<file path="src/rtl/apb_i2c_cmd_sequencer.sv">
// APB master that drains a small (I2C address, byte) command FIFO into the APB-to-I2C bridge,
// retrying NACKed transfers, aborting on ACCESS timeout and spacing transfers by an idle gap.
module apb_i2c_cmd_sequencer #(
    parameter int unsigned FIFO_DEPTH  = 4,
    parameter int unsigned TIMEOUT_CYC = 1024,
    parameter int unsigned MAX_RETRY   = 2,
    parameter int unsigned GAP_CYC     = 16
) (
    input  logic                        PCLK,
    input  logic                        PRESET,
    input  logic                        cmd_valid,
    output logic                        cmd_ready,
    input  logic [6:0]                  cmd_addr,
    input  logic [7:0]                  cmd_data,
    output logic                        PSEL,
    output logic                        PENABLE,
    output logic                        PWRITE,
    output logic [6:0]                  PADDR,
    output logic [7:0]                  PWDATA,
    input  logic                        PREADY,
    input  logic                        PSLVERR,
    output logic                        busy,
    output logic                        done,
    output logic                        err,
    output logic [1:0]                  err_code,
    output logic [$clog2(FIFO_DEPTH):0] fifo_count
);

    localparam int unsigned AW = $clog2(FIFO_DEPTH);
    localparam int unsigned CW = AW + 1;
    localparam int unsigned TW = (TIMEOUT_CYC > 1) ? $clog2(TIMEOUT_CYC) : 1;
    localparam int unsigned GW = (GAP_CYC > 1) ? $clog2(GAP_CYC) : 1;
    localparam int unsigned RW = (MAX_RETRY > 0) ? $clog2(MAX_RETRY + 1) : 1;

    typedef struct packed {
        logic [6:0] addr;
        logic [7:0] data;
    } cmd_t;

    typedef enum logic [1:0] {IDLE, SETUP, ACCESS, GAP} state_t;

    state_t          state, state_nxt;
    cmd_t            mem [FIFO_DEPTH];
    logic [AW-1:0]   wr_ptr, rd_ptr;
    logic [CW-1:0]   count_nxt;
    logic [TW-1:0]   tcnt;
    logic [GW-1:0]   gcnt;
    logic [RW-1:0]   retry_cnt;
    logic            retry_pend;
    logic            push, pop;
    logic            xfer_ok, xfer_retry, nack_fail, timeout;

    assign push = cmd_valid && cmd_ready;

    // Occupancy after this edge; simultaneous push and pop leave it unchanged
    always_comb begin
        count_nxt = fifo_count;
        if (push && !pop) begin
            count_nxt = fifo_count + CW'(1);
        end else if (!push && pop) begin
            count_nxt = fifo_count - CW'(1);
        end
    end

    always_ff @(posedge PCLK or posedge PRESET) begin
        if (PRESET) begin
            state <= IDLE;
        end else begin
            state <= state_nxt;
        end
    end

    // Next state and per-transfer outcome strobes; PREADY outranks the timeout
    always_comb begin
        state_nxt  = state;
        pop        = 1'b0;
        xfer_ok    = 1'b0;
        xfer_retry = 1'b0;
        nack_fail  = 1'b0;
        timeout    = 1'b0;
        case (state)
            IDLE: begin
                if (fifo_count != '0) begin
                    pop       = 1'b1;
                    state_nxt = SETUP;
                end
            end
            SETUP: state_nxt = ACCESS;
            ACCESS: begin
                if (PREADY) begin
                    state_nxt = GAP;
                    if (!PSLVERR) begin
                        xfer_ok = 1'b1;
                    end else if (retry_cnt < RW'(MAX_RETRY)) begin
                        xfer_retry = 1'b1;
                    end else begin
                        nack_fail = 1'b1;
                    end
                end else if (tcnt == TW'(TIMEOUT_CYC - 1)) begin
                    timeout   = 1'b1;
                    state_nxt = GAP;
                end
            end
            GAP: begin
                if (gcnt == GW'(GAP_CYC - 1)) begin
                    state_nxt = retry_pend ? SETUP : IDLE;
                end
            end
            default: state_nxt = IDLE;
        endcase
    end

    always_ff @(posedge PCLK) begin
        if (push) begin
            mem[wr_ptr] <= cmd_t'({cmd_addr, cmd_data});
        end
    end

    // Datapath, counters and registered outputs
    always_ff @(posedge PCLK or posedge PRESET) begin
        if (PRESET) begin
            wr_ptr     <= '0;
            rd_ptr     <= '0;
            fifo_count <= '0;
            cmd_ready  <= 1'b1;
            PADDR      <= '0;
            PWDATA     <= '0;
            PSEL       <= 1'b0;
            PENABLE    <= 1'b0;
            PWRITE     <= 1'b0;
            tcnt       <= '0;
            gcnt       <= '0;
            retry_cnt  <= '0;
            retry_pend <= 1'b0;
            busy       <= 1'b0;
            done       <= 1'b0;
            err        <= 1'b0;
            err_code   <= 2'b00;
        end else begin
            fifo_count <= count_nxt;
            cmd_ready  <= count_nxt < CW'(FIFO_DEPTH);
            if (push) begin
                wr_ptr <= wr_ptr + AW'(1);
            end
            if (pop) begin
                rd_ptr    <= rd_ptr + AW'(1);
                PADDR     <= mem[rd_ptr].addr;
                PWDATA    <= mem[rd_ptr].data;
                retry_cnt <= '0;
            end
            tcnt <= (state == ACCESS && state_nxt == ACCESS) ? tcnt + TW'(1) : '0;
            gcnt <= (state == GAP && state_nxt == GAP) ? gcnt + GW'(1) : '0;
            if (xfer_retry) begin
                retry_cnt  <= retry_cnt + RW'(1);
                retry_pend <= 1'b1;
            end else if (state == GAP && state_nxt == SETUP) begin
                retry_pend <= 1'b0;
            end
            PSEL    <= (state_nxt == SETUP) || (state_nxt == ACCESS);
            PWRITE  <= (state_nxt == SETUP) || (state_nxt == ACCESS);
            PENABLE <= (state_nxt == ACCESS);
            busy    <= (state_nxt != IDLE) || (count_nxt != '0);
            done    <= xfer_ok;
            err     <= nack_fail || timeout;
            if (nack_fail) begin
                err_code <= 2'b01;
            end else if (timeout) begin
                err_code <= 2'b10;
            end
        end
    end

endmodule
</file>
<file path="config.mk">
export PLATFORM = sky130hd
export DESIGN_NAME = apb_i2c_cmd_sequencer
export DESIGN_NICKNAME = d
export VERILOG_FILES = /design/src/rtl/apb_i2c_cmd_sequencer.sv
export SDC_FILE = /design/constraint.sdc
export NUM_CORES = 1
export LEC_CHECK = 0
export BUFFER_PORTS_ARGS = -buffer_cell sky130_fd_sc_hd__buf_4
export CAP_MARGIN = 10
export CELL_PAD_IN_SITES_DETAIL_PLACEMENT = 0
export CELL_PAD_IN_SITES_GLOBAL_PLACEMENT = 1
export CORE_UTILIZATION = 35
export DETAILED_ROUTE_END_ITERATION = 6
export GPL_ROUTABILITY_DRIVEN = 0
export GPL_TIMING_DRIVEN = 0
export PLACE_DENSITY = 0.7
export RECOVER_POWER = 25
export SLEW_MARGIN = 20
export SYNTH_ARGS = -nofsm -noshare
export SYNTH_HDL_FRONTEND = slang
export SYNTH_SLANG_ARGS = --single-unit
</file>
<file path="constraint.sdc">
create_clock -name PCLK -period 3.62 [get_ports PCLK]
set_clock_uncertainty 0.1 [all_clocks]
set_input_delay 0.181 -clock PCLK [delete_from_list [all_inputs] [get_ports PCLK]]
set_output_delay 0.181 -clock PCLK [all_outputs]
set_load 0.02 [all_outputs]
</file>
==> results of run 1 <==
## layout make-up
| class | instances | share of cell area |
|---|---|---|
| multi-input cells | 139 | 0.233 |
| clock inverters | 7 | 0.0114 |
| plain buffers | 8 | 0.0132 |
| flip-flops and latches | 109 | 0.562 |
| inverters | 11 | 0.00766 |
| clock buffers | 9 | 0.0418 |
| well taps | 168 | 0.0390 |
| repair buffers | 65 | 0.0922 |
## worst max-delay path: cells and delay by family, from the launching register on
family	cells	cell delay (ps)
AOI/OAI and AO/OA	1	190
DFF	1	450
and+or+nand+nor	4	750
adders and majority gates	2	400
buffers and inverters	3	460
## state kept, by name, indices dropped and copies added (netlist names)
register,count
tcnt,10
retry_cnt,2
busy,1
cmd_ready,1
PADDR,7
PWRITE,1
err,1
mem,60
gcnt,4
rd_ptr,2
retry_pend,1
done,1
PENABLE,1
wr_ptr,2
fifo_count,3
state,2
err_code,2
PWDATA,8
## routing by layer
layer | vias up | global-route usage
met4 | 0 | 0.0442
met5 | - | 0
li1 | 1134 | -
met1 | 1196 | 0.171
met3 | 10 | 0.0397
met2 | 43 | 0.225
## power groups by stage
| stage | registers [mW] | logic [mW] | clock network, mW |
|---|---|---|---|
| final | 1.68 | 0.865 | 0.930 |
| after global placement | 1.69 | 0.851 | 0 |
| after CTS | 1.68 | 0.891 | 0.960 |
| after global routing | 1.71 | 0.959 | 1.02 |
| after detailed placement | 1.70 | 0.875 | 0 |
| after floorplan | 1.75 | 0.528 | 0 |
## worst max path at each step
stage               cells after the start  endpoint  slack (ps)          start
floorplan                              11   gcnt[2]        1450  fifo_count[0]
global placement                       10   tcnt[8]        1240  fifo_count[0]
detailed placement                     10   tcnt[7]        1190  fifo_count[0]
CTS                                    10   tcnt[8]        1170  fifo_count[0]
global route                           10   tcnt[8]         980  fifo_count[0]
finish                                 10   tcnt[7]        1190  fifo_count[0]
## cells by family after synthesis
| logic type | Yosys count | synth area share |
|---|---|---|
| xor+xnor | 13 | 0.0259 |
| buf+inv | 19 | 0.0256 |
| mux | 30 | 0.128 |
| compound gates | 16 | 0.0208 |
| flops | 109 | 0.689 |
| fa+ha+maj | 13 | 0.0370 |
| simple gates | 67 | 0.0740 |
## synth_stat cells (all sizes together)
library cell  number  share of area
mux2i              1         0.0023
nand2b             2         0.0028
o21ai              8         0.0091
nand2             19          0.016
dfstp              1         0.0060
edfxtp            60           0.41
a21o               1         0.0017
clkbuf             1        0.00085
mux2              14          0.042
ha                13          0.037
inv               11         0.0094
nor2              17          0.015
dfrtp             48           0.27
and2b              1         0.0017
mux4              15          0.084
a21oi              5         0.0057
a21bo              1         0.0023
nand3              8         0.0091
xor2               3         0.0060
nand3b             1         0.0017
nor3b              1         0.0017
buf                7          0.015
or3                3         0.0043
a22o               1         0.0020
and3               6         0.0085
or2                1         0.0014
nand4              4         0.0057
xnor2             10          0.020
and2               2         0.0028
nor3               2         0.0034
==> run summary, run 1 <==
result of the run -> completed
final design area excluding fillers -> 5390 um^2
Skew-Pair Late Insertion Delay -> 350 ps
Worst Reg2Reg Path Length in Cells -> 10
cell leakage power -> 2.14 nW
synthesis-stage register bit count -> 109
origin of the critical flop-to-flop path -> fifo_count[0]
gr usage total -> 0.136
overall power of the completed layout -> 3.47 mW
Finished Layout Cells -> 516
synthesis-to-finish area growth -> 22.6%
Worst setup EP type -> flip-flop
Max H-tree Level -> 3
First-pass DRT Iterations -> 4
maximum operating frequency -> 0.411 GHz
DR WL/cell -> 15.1 um
highest metal layer with signal wires -> met4
# clock sinks -> 109
row count -> 40
placed cell area -> 4980 um^2
core area -> 12,100 um^2
Crit-path slowest cell -> dfrtp_1
met2 routed wirelength -> 3.87 mm
count of nets after finishing -> 376
Post-Synthesis Cells -> 267
number of vias in the routed layout -> 2,383
root buffer selected by CTS -> clkbuf_16
Hold Path Cell Cnt -> 3
sequential cell area -> 3030 um^2
peak fanout along the critical path -> 10
Final Slew Violations -> 0
switching power -> 1.02 mW
fraction of final layout cells with drive strength greater than 1 -> 0.227
Int Power -> 2.45 mW
setup repair after global routing missed its margin -> false
WL met3 -> 272 um
most frequent cells in the layout -> 60 x edfxtp_1, 48 x dfrtp_1, 33 x buf_4
fraction of power spent switching nets -> 0.295
first-pass GRT wire length -> 13.0 mm
pin count of the biggest net entering global routing -> 28
number of buffers created by CTS -> 9
required time at the endpoint of the critical path -> 3790 ps
final hold slack -> 77.0 ps
final WL -> 7.78 mm
startpoint-to-endpoint class of the critical path -> flip-flop to flip-flop
diode count -> 0
path class of the lowest-slack min-delay path -> primary input to flip-flop
footprint of the multi-input gates -> 1250 um^2
clock-pin slew on the worst setup and hold paths -> 70 ps
TritonCTS clock tree -> done
post-route fraction of the period consumed by the critical path -> 0.673
CP startpoint kind -> flip-flop
initial core utilization -> 0.363
clock tree buffer depth -> 2
most frequent standard cell in the layout excluding fill and tap cells -> edfxtp_1
clock group share of total power -> 0.268
largest voltage drop on the vdd net -> 0.433 mV
synthesized netlist net count -> 300
post-place setup slack -> 1190 ps
final global-route overflow total -> 0
chip width -> 114 um
initial drt markers -> 39
Detail Route Antenna Nets -> 0
arrival time of data at the critical path endpoint -> 2600 ps
netlist area before placement -> 4400 um^2
Crit Reg-Reg Endpoint -> tcnt[7]
Post-CTS Setup Inserts -> 0
port bufs -> 46
number of warnings printed during yosys synthesis -> 0
sum of net half-perimeters after detailed placement -> 5.09 mm
syn_area_per_cell -> 16.5 um^2
count of hold-fix buffers inserted at cts -> 18
fill count -> 1,135
ordered list of cells on the worst path -> inv_1 > ha_1 > nand2b_1 > and2_1 > buf_4 > buf_6 > nor3_2 > ha_1 > nand2_1 > a21oi_1
top-level port count -> 47
pwr/cell area -> 645 nW/um^2
final worst slack -> 1190 ps
transition time of the tightest slew-check pin -> 1140 ps
DP Cell Count -> 482
die boundary height -> 114 um
setup TNS -> 0 ps
# DRC -> 0
initial antenna violation count -> 0
worst relative slew slack -> 0.239
Worst Hold Endpoint -> err
worst hold path startpoint -> PREADY
average via count per standard cell -> 4.62
FF-to-FF setup slack -> 1190 ps
via count of the first global-routing pass -> 2,466
number of library cell types mapped by synthesis -> 37
register share of total power -> 0.483
final worst path period need -> 2430 ps
setup violation total in the final timing report -> 0
CTS resizes -> 0
stage delay of the slowest cell on the critical path -> 450 ps
Die ar. -> 13,000 um^2
sequential area share after synthesis -> 0.689
proportion of power drawn by combinational gates -> 0.249
final hold viol count -> 0
Max-cap violations -> 0
detailed-routing wirelength on met1 -> 3.53 mm
Crit path top cell by count -> ha_1
Final Util -> 0.445
Note: power is estimated with default switching activity, not from simulation.
==> inputs of run 2 (changes only) <==
--- a/config.mk
+++ b/config.mk
@@ -5,6 +5,7 @@
 export SDC_FILE = /design/constraint.sdc
 export NUM_CORES = 1
 export LEC_CHECK = 0
+export ABC_AREA = 1
 export BUFFER_PORTS_ARGS = -buffer_cell sky130_fd_sc_hd__buf_4
 export CAP_MARGIN = 10
 export CELL_PAD_IN_SITES_DETAIL_PLACEMENT = 0
@@ -13,7 +14,7 @@
 export DETAILED_ROUTE_END_ITERATION = 6
 export GPL_ROUTABILITY_DRIVEN = 0
 export GPL_TIMING_DRIVEN = 0
-export PLACE_DENSITY = 0.7
+export PLACE_DENSITY = 0.75
 export RECOVER_POWER = 25
 export SLEW_MARGIN = 20
 export SYNTH_ARGS = -nofsm -noshare
==> constraint.sdc (replaced) <==
create_clock -name PCLK -period 2.15 [get_ports PCLK]
set_clock_uncertainty 0.1 [all_clocks]
set_input_delay 0.1075 -clock PCLK [delete_from_list [all_inputs] [get_ports PCLK]]
set_output_delay 0.1075 -clock PCLK [all_outputs]
set_load 0.02 [all_outputs]
==> run 2 against run 1 <==
  * Sequential share of layout area shrank 1.3 points
  * Die area grew 1.9%
  * Via count up 24%
  * Combinational power is 73% higher
  * Count of clock-buffer cells in the layout up 1
  * Critical path type unchanged
==> run summary, run 2 <==
switching power -> 1.85 mW
syn_area_per_cell -> 11.4 um^2
path class of the lowest-slack min-delay path -> primary input to flip-flop
maximum operating frequency -> 0.501 GHz
leading cell types by total area after synthesis -> edfxtp_1 40%, dfrtp_1 27%, nor2_1 8.3%, ha_1 3.6%, o21ai_0 3.5%
sequential area share after synthesis -> 0.676
worst relative slew slack -> 0.350
Final Util -> 0.450
port bufs -> 46
first-pass GRT wire length -> 14.5 mm
via count of the first global-routing pass -> 2,966
synthesized netlist net count -> 427
# clock sinks -> 109
final WL -> 8.89 mm
worst hold path startpoint -> cmd_valid
number of library cell types mapped by synthesis -> 31
final global-route overflow total -> 0
setup violation total in the final timing report -> 0
DP Cell Count -> 610
fill count -> 1,161
number of buffers created by CTS -> 9
register ranked first by flip-flop count -> mem
max FFs per register -> 60
Post-Synthesis Cells -> 394
stage delay of the slowest cell on the critical path -> 770 ps
post-route fraction of the period consumed by the critical path -> 0.929
Final Slew Violations -> 0
initial drt markers -> 172
origin of the critical flop-to-flop path -> cmd_ready
cell leakage power -> 2.30 nW
initial core utilization -> 0.366
number of vias in the routed layout -> 2,960
arrival time of data at the critical path endpoint -> 1850 ps
number of warnings printed during yosys synthesis -> 0
Worst setup EP type -> flip-flop
top-level port count -> 47
ordered list of cells on the worst path -> nand2_1 > nor2_2
dominant cell by count in the synthesized netlist -> nor2_1
proportion of power drawn by combinational gates -> 0.258
Post-synth top cells -> 99 x nor2_1, 60 x edfxtp_1, 48 x dfrtp_1
clock-pin slew on the worst setup and hold paths -> 70 ps
Finished Layout Cells -> 647
DR WL/cell -> 13.7 um
biggest regs -> mem: 60 flops, tcnt: 10 flops, PWDATA: 8 flops
row count -> 40
average via count per standard cell -> 4.57
chip width -> 115 um
result of the run -> completed
initial antenna violation count -> 0
diode count -> 0
TritonCTS clock tree -> done
Skew-Pair Late Insertion Delay -> 340 ps
final worst path period need -> 2000 ps
netlist area before placement -> 4480 um^2
Max H-tree Level -> 3
root buffer selected by CTS -> clkbuf_16
FF-to-FF setup slack -> 150 ps
peak fanout along the critical path -> 15
# DRC -> 0
count of nets after finishing -> 508
final design area excluding fillers -> 5520 um^2
most frequent cells in the layout -> 94 x nor2_1, 60 x edfxtp_1, 48 x dfrtp_1
required time at the endpoint of the critical path -> 2010 ps
sum of net half-perimeters after detailed placement -> 5.98 mm
Hold Path Cell Cnt -> 3
area leader, netlist -> edfxtp_1
setup repair after global routing missed its margin -> false
register share of total power -> 0.485
post-synthesis async set-or-reset flop share -> 0.450
gr usage total -> 0.146
pin count of the biggest net entering global routing -> 29
Crit Reg-Reg Endpoint -> mem[3][2]
largest voltage drop on the vdd net -> 0.448 mV
Detail Route Antenna Nets -> 0
Die ar. -> 13,300 um^2
core area -> 12,300 um^2
synthesis-stage register bit count -> 109
Worst Reg2Reg Path Length in Cells -> 2
clock tree buffer depth -> 2
Worst Hold Endpoint -> wr_ptr[0]
fraction of final layout cells with drive strength greater than 1 -> 0.182
number of enable-type register cells in the synthesized netlist -> 60
area share of the largest cell type after synthesis -> 0.402
First-pass DRT Iterations -> 4
Crit-path slowest cell -> nor2_2
pwr/cell area -> 1060 nW/um^2
most frequent standard cell in the layout excluding fill and tap cells -> nor2_1
clock group share of total power -> 0.257
die boundary height -> 115 um
dominant synthesized flop cell -> edfxtp_1
CP startpoint kind -> flip-flop
transition time of the tightest slew-check pin -> 973 ps
final hold viol count -> 0
startpoint-to-endpoint class of the critical path -> flip-flop to flip-flop
synthesis-to-finish area growth -> 23.0%
placed cell area -> 5080 um^2
fraction of power spent switching nets -> 0.317
Max-cap violations -> 0
Int Power -> 3.98 mW
run 2: changes by cell type in the layout (fill, tap and decap cells not counted), moves of 7 or more:
cell	before	now
mux4_2	7	0
mux4_1	8	0
nor2_1	17	94
xnor2_1	10	0
o21ai_0	8	31
a31oi_1	0	16
nand2_1	19	29
mux2_2	7	0
inv_1	11	28
mux2_4	7	0
run 2: power by group through the flow:
stage / Combinational, mW / Sequential, mW / Clock, mW
after floorplan: 0.795 / 3.00 / 0
after global placement: 1.43 / 2.87 / 0
after detailed placement: 1.48 / 2.87 / 0
after CTS: 1.54 / 2.84 / 1.53
after global routing: 1.70 / 2.87 / 1.61
final: 1.50 / 2.83 / 1.50
run 2: cells by family after synthesis:
kind of cell / synth area share
simple gates: 0.157
fa+ha+maj: 0.0363
compound gates: 0.0731
flops: 0.676
buf+inv: 0.0483
xor+xnor: 0.00977
run 2: timing repair:
item,in CTS,in global routing
hold endpoints to repair,82,0
resized for setup,2,2
setup endpoints to repair,3,8
pin swaps,0,1
buffers inserted,1,2
hold buffers,19,0
run 2: per-layer routing:
| metal | track usage | up-vias | share of wire |
|---|---|---|---|
| li1 | - | 1484 | - |
| met1 | 0.176 | 1404 | 0.44 |
| met2 | 0.268 | 61 | 0.51 |
| met3 | 0.0190 | 11 | 0.031 |
| met4 | 0.0468 | 0 | 0.011 |
| met5 | 0 | - | 0 |
run 2: through the flow:
step           hold slack (ps)  worst slack [ps]  total power [mW]  setup TNS [ps]
6_report                   210               152              5.83               0
5_1_grt                    230              7.30              6.18               0
4_1_cts                    208              48.2              5.91               0
3_5_place_dp              99.0             -3.41              4.36           -3.41
3_3_place_gp               191              -247              4.30          -14060
2_1_floorplan             73.9               232              3.80               0
run 2: area by class of cell:
cell class                 count  area, um^2  share of cell area
inverter                      33         126              0.0229
multi-input combinational    239        1260               0.229
buffer                        13        90.1              0.0163
clock buffer                  10         229              0.0415
clock inverter                 5        36.3             0.00658
timing repair buffer          70         533              0.0966
tap                          168         210              0.0381
sequential                   109        3030               0.549
run 2: worst max path at each step:
stage | start | cells after the start | slack (ps) | to
global placement | cmd_ready | 2 | -250 | mem[2][10]
floorplan | fifo_count[0] | 11 | 230 | tcnt[2]
detailed placement | tcnt[0] | 11 | -3 | tcnt[3]
CTS | fifo_count[0] | 11 | 50 | tcnt[3]
global route | gcnt[0] | 12 | 7 | tcnt[3]
finish | cmd_ready | 2 | 150 | mem[3][2]
run 2: critical path: cells and delay by family (launching register included):
family,cells,cell delay [ps]
and+or+nand+nor,2,980
DFF,1,530
==> inputs of run 3 (changes only) <==
--- a/config.mk
+++ b/config.mk
@@ -10,11 +10,12 @@
 export CAP_MARGIN = 10
 export CELL_PAD_IN_SITES_DETAIL_PLACEMENT = 0
 export CELL_PAD_IN_SITES_GLOBAL_PLACEMENT = 1
+export CORE_MARGIN = 2
 export CORE_UTILIZATION = 35
 export DETAILED_ROUTE_END_ITERATION = 6
 export GPL_ROUTABILITY_DRIVEN = 0
 export GPL_TIMING_DRIVEN = 0
-export PLACE_DENSITY = 0.75
+export PLACE_DENSITY = 0.65
 export RECOVER_POWER = 25
 export SLEW_MARGIN = 20
 export SYNTH_ARGS = -nofsm -noshare
==> constraint.sdc (replaced) <==
create_clock -name PCLK -period 2.55 [get_ports PCLK]
set_clock_uncertainty 0.1 [all_clocks]
set_input_delay 0.1275 -clock PCLK [delete_from_list [all_inputs] [get_ports PCLK]]
set_output_delay 0.1275 -clock PCLK [all_outputs]
set_load 0.02 [all_outputs]
==> run 3 against run 2 <==
  * Power is 13% lower
  * Die area rose by 3.5%
  * Via count fell by 1.5%
  * Setup slack gained 290 ps
  * Global-route usage about the same
  * Worst hold slack lost 180 ps
  * Highest routed layer unchanged
==> run summary, run 3 (synthesis results as in run 2) <==
FF-to-FF setup slack -> 450 ps
final worst path period need -> 2100 ps
via count of the first global-routing pass -> 2,887
maximum operating frequency -> 0.475 GHz
row count -> 41
Hold Path Cell Cnt -> 4
port bufs -> 46
Worst setup EP type -> flip-flop
fraction of final layout cells with drive strength greater than 1 -> 0.174
worst relative slew slack -> 0.267
pwr/cell area -> 916 nW/um^2
setup repair after global routing missed its margin -> false
kind of cell adding the most delay to the critical path -> simple AND/OR/NAND/NOR gates
# clock sinks -> 109
Crit Reg-Reg Endpoint -> tcnt[2]
biggest regs -> mem: 60 flops, tcnt: 10 flops, PWDATA: 8 flops
Detail Route Antenna Nets -> 0
final WL -> 9.35 mm
setup TNS -> 0 ps
First-pass DRT Iterations -> 4
average via count per standard cell -> 4.49
diode count -> 0
chip width -> 117 um
buffering stage count on the worst path with inverters included -> 1
initial core utilization -> 0.357
final hold slack -> 34.4 ps
arrival time of data at the critical path endpoint -> 2230 ps
cell leakage power -> 2.31 nW
transition time of the tightest slew-check pin -> 1100 ps
pin count of the biggest net entering global routing -> 50
peak fanout along the critical path -> 8
gr usage total -> 0.146
Skew-Pair Late Insertion Delay -> 340 ps
final global-route overflow total -> 0
max FFs per register -> 60
Worst Reg2Reg Path Length in Cells -> 11
sum of net half-perimeters after detailed placement -> 6.16 mm
DR WL/cell -> 14.4 um
initial antenna violation count -> 0
Die ar. -> 13,700 um^2
startpoint-to-endpoint class of the critical path -> flip-flop to flip-flop
origin of the critical flop-to-flop path -> tcnt[0]
path class of the lowest-slack min-delay path -> primary input to flip-flop
Max H-tree Level -> 3
required time at the endpoint of the critical path -> 2680 ps
core area -> 12,600 um^2
Max-cap violations -> 0
Worst Hold Endpoint -> err
register ranked first by flip-flop count -> mem
post-route fraction of the period consumed by the critical path -> 0.825
fill count -> 1,198
root buffer selected by CTS -> clkbuf_16
clock-pin slew on the worst setup and hold paths -> 70 ps
count of nets after finishing -> 506
stage delay of the slowest cell on the critical path -> 440 ps
Crit-path slowest cell -> dfrtp_1
result of the run -> completed
most frequent standard cell in the layout excluding fill and tap cells -> nor2_1
ordered list of cells on the worst path -> ha_1 > nand2_2 > nor2_4 > nand2_2 > nor2_1 > a31oi_1 > ha_1 > nand2_4 > inv_2 > o21ai_0 > a21oi_1
TritonCTS clock tree -> done
first-pass GRT wire length -> 14.8 mm
synthesis-to-finish area growth -> 23.3%
die boundary height -> 117 um
setup violation total in the final timing report -> 0
number of buffers created by CTS -> 9
# DRC -> 0
CTS resizes -> 0
worst hold path startpoint -> PREADY
clock tree buffer depth -> 2
top-level port count -> 47
number of vias in the routed layout -> 2,916
most frequent cells in the layout -> 95 x nor2_1, 60 x edfxtp_1, 48 x dfrtp_1
final hold viol count -> 0
initial drt markers -> 158
Final Slew Violations -> 0
largest voltage drop on the vdd net -> 0.434 mV
CP startpoint kind -> flip-flop
==> run 3: changes by cell type in the layout (fill, tap and decap cells not counted), moves of 2 or more <==
cell      delta
buf_4        -3
buf_8        +2
clkinv_2     -2
ha_1         +2
ha_2         -2
==> run 3: area by class of cell <==
class | count | area (um^2) | area share
Sequential cell | 109 | 3030 | 0.548
Multi-Input combinational cell | 239 | 1250 | 0.226
Timing Repair Buffer | 68 | 522 | 0.0944
Clock buffer | 10 | 229 | 0.0414
Tap cell | 172 | 215 | 0.0389
Inverter | 33 | 126 | 0.0229
Buffer | 13 | 90.1 | 0.0163
Clock inverter | 6 | 68.8 | 0.0124
==> run 3: per-stage QoR <==
| stage | util | power (mW) | instance area, um^2 | instances | setup WS [ps] |
|---|---|---|---|---|---|
| 6_report | 0.440 | 5.06 | 5530 | 650 | 446 |
| 3_3_place_gp | 0.401 | 3.64 | 5040 | 612 | 60.6 |
| 4_1_cts | 0.445 | 5.15 | 5590 | 650 | 427 |
| 2_1_floorplan | - | 3.20 | 4480 | 394 | 632 |
| 3_5_place_dp | 0.406 | 3.72 | 5110 | 616 | 440 |
| 5_1_grt | 0.440 | 5.38 | 5530 | 650 | 245 |
==> run 3: worst max path at each step <==
stage	from	to	slack, ps	depth (start not counted)
after floorplan	fifo_count[0]	tcnt[2]	630	11
after global placement	cmd_ready	mem[2][10]	60	2
after detailed placement	tcnt[0]	tcnt[2]	440	11
after CTS	fifo_count[0]	tcnt[2]	430	11
after global routing	fifo_count[0]	tcnt[2]	240	11
final	tcnt[0]	tcnt[2]	450	11
==> run 3: metal layers <==
layer	part of all wire	track usage
met1	0.43	0.175
met2	0.52	0.260
met3	0.033	0.0345
met4	0.011	0.0447
met5	0	0
==> run 3: tightest hold or removal path: stages <==
cell	delay (ps)
buf_4	100
nor2_1	40
nand2_1	100
nand2_1	60
==> run 3: what timing repair did <==
| action | 4_1_cts | 5_1_grt |
|---|---|---|
| hold endpoints to repair | 109 | 0 |
| setup buffers | 0 | 0 |
| hold buffers | 18 | 0 |
==> run 3: where the power goes <==
group / total [mW] / switching (mW) / internal [mW] / leakage (nW)
clock network: 1.40 / 0.630 / 0.770 / 0.145
registers: 2.38 / 0.155 / 2.22 / 1.19
logic: 1.29 / 0.798 / 0.488 / 0.981
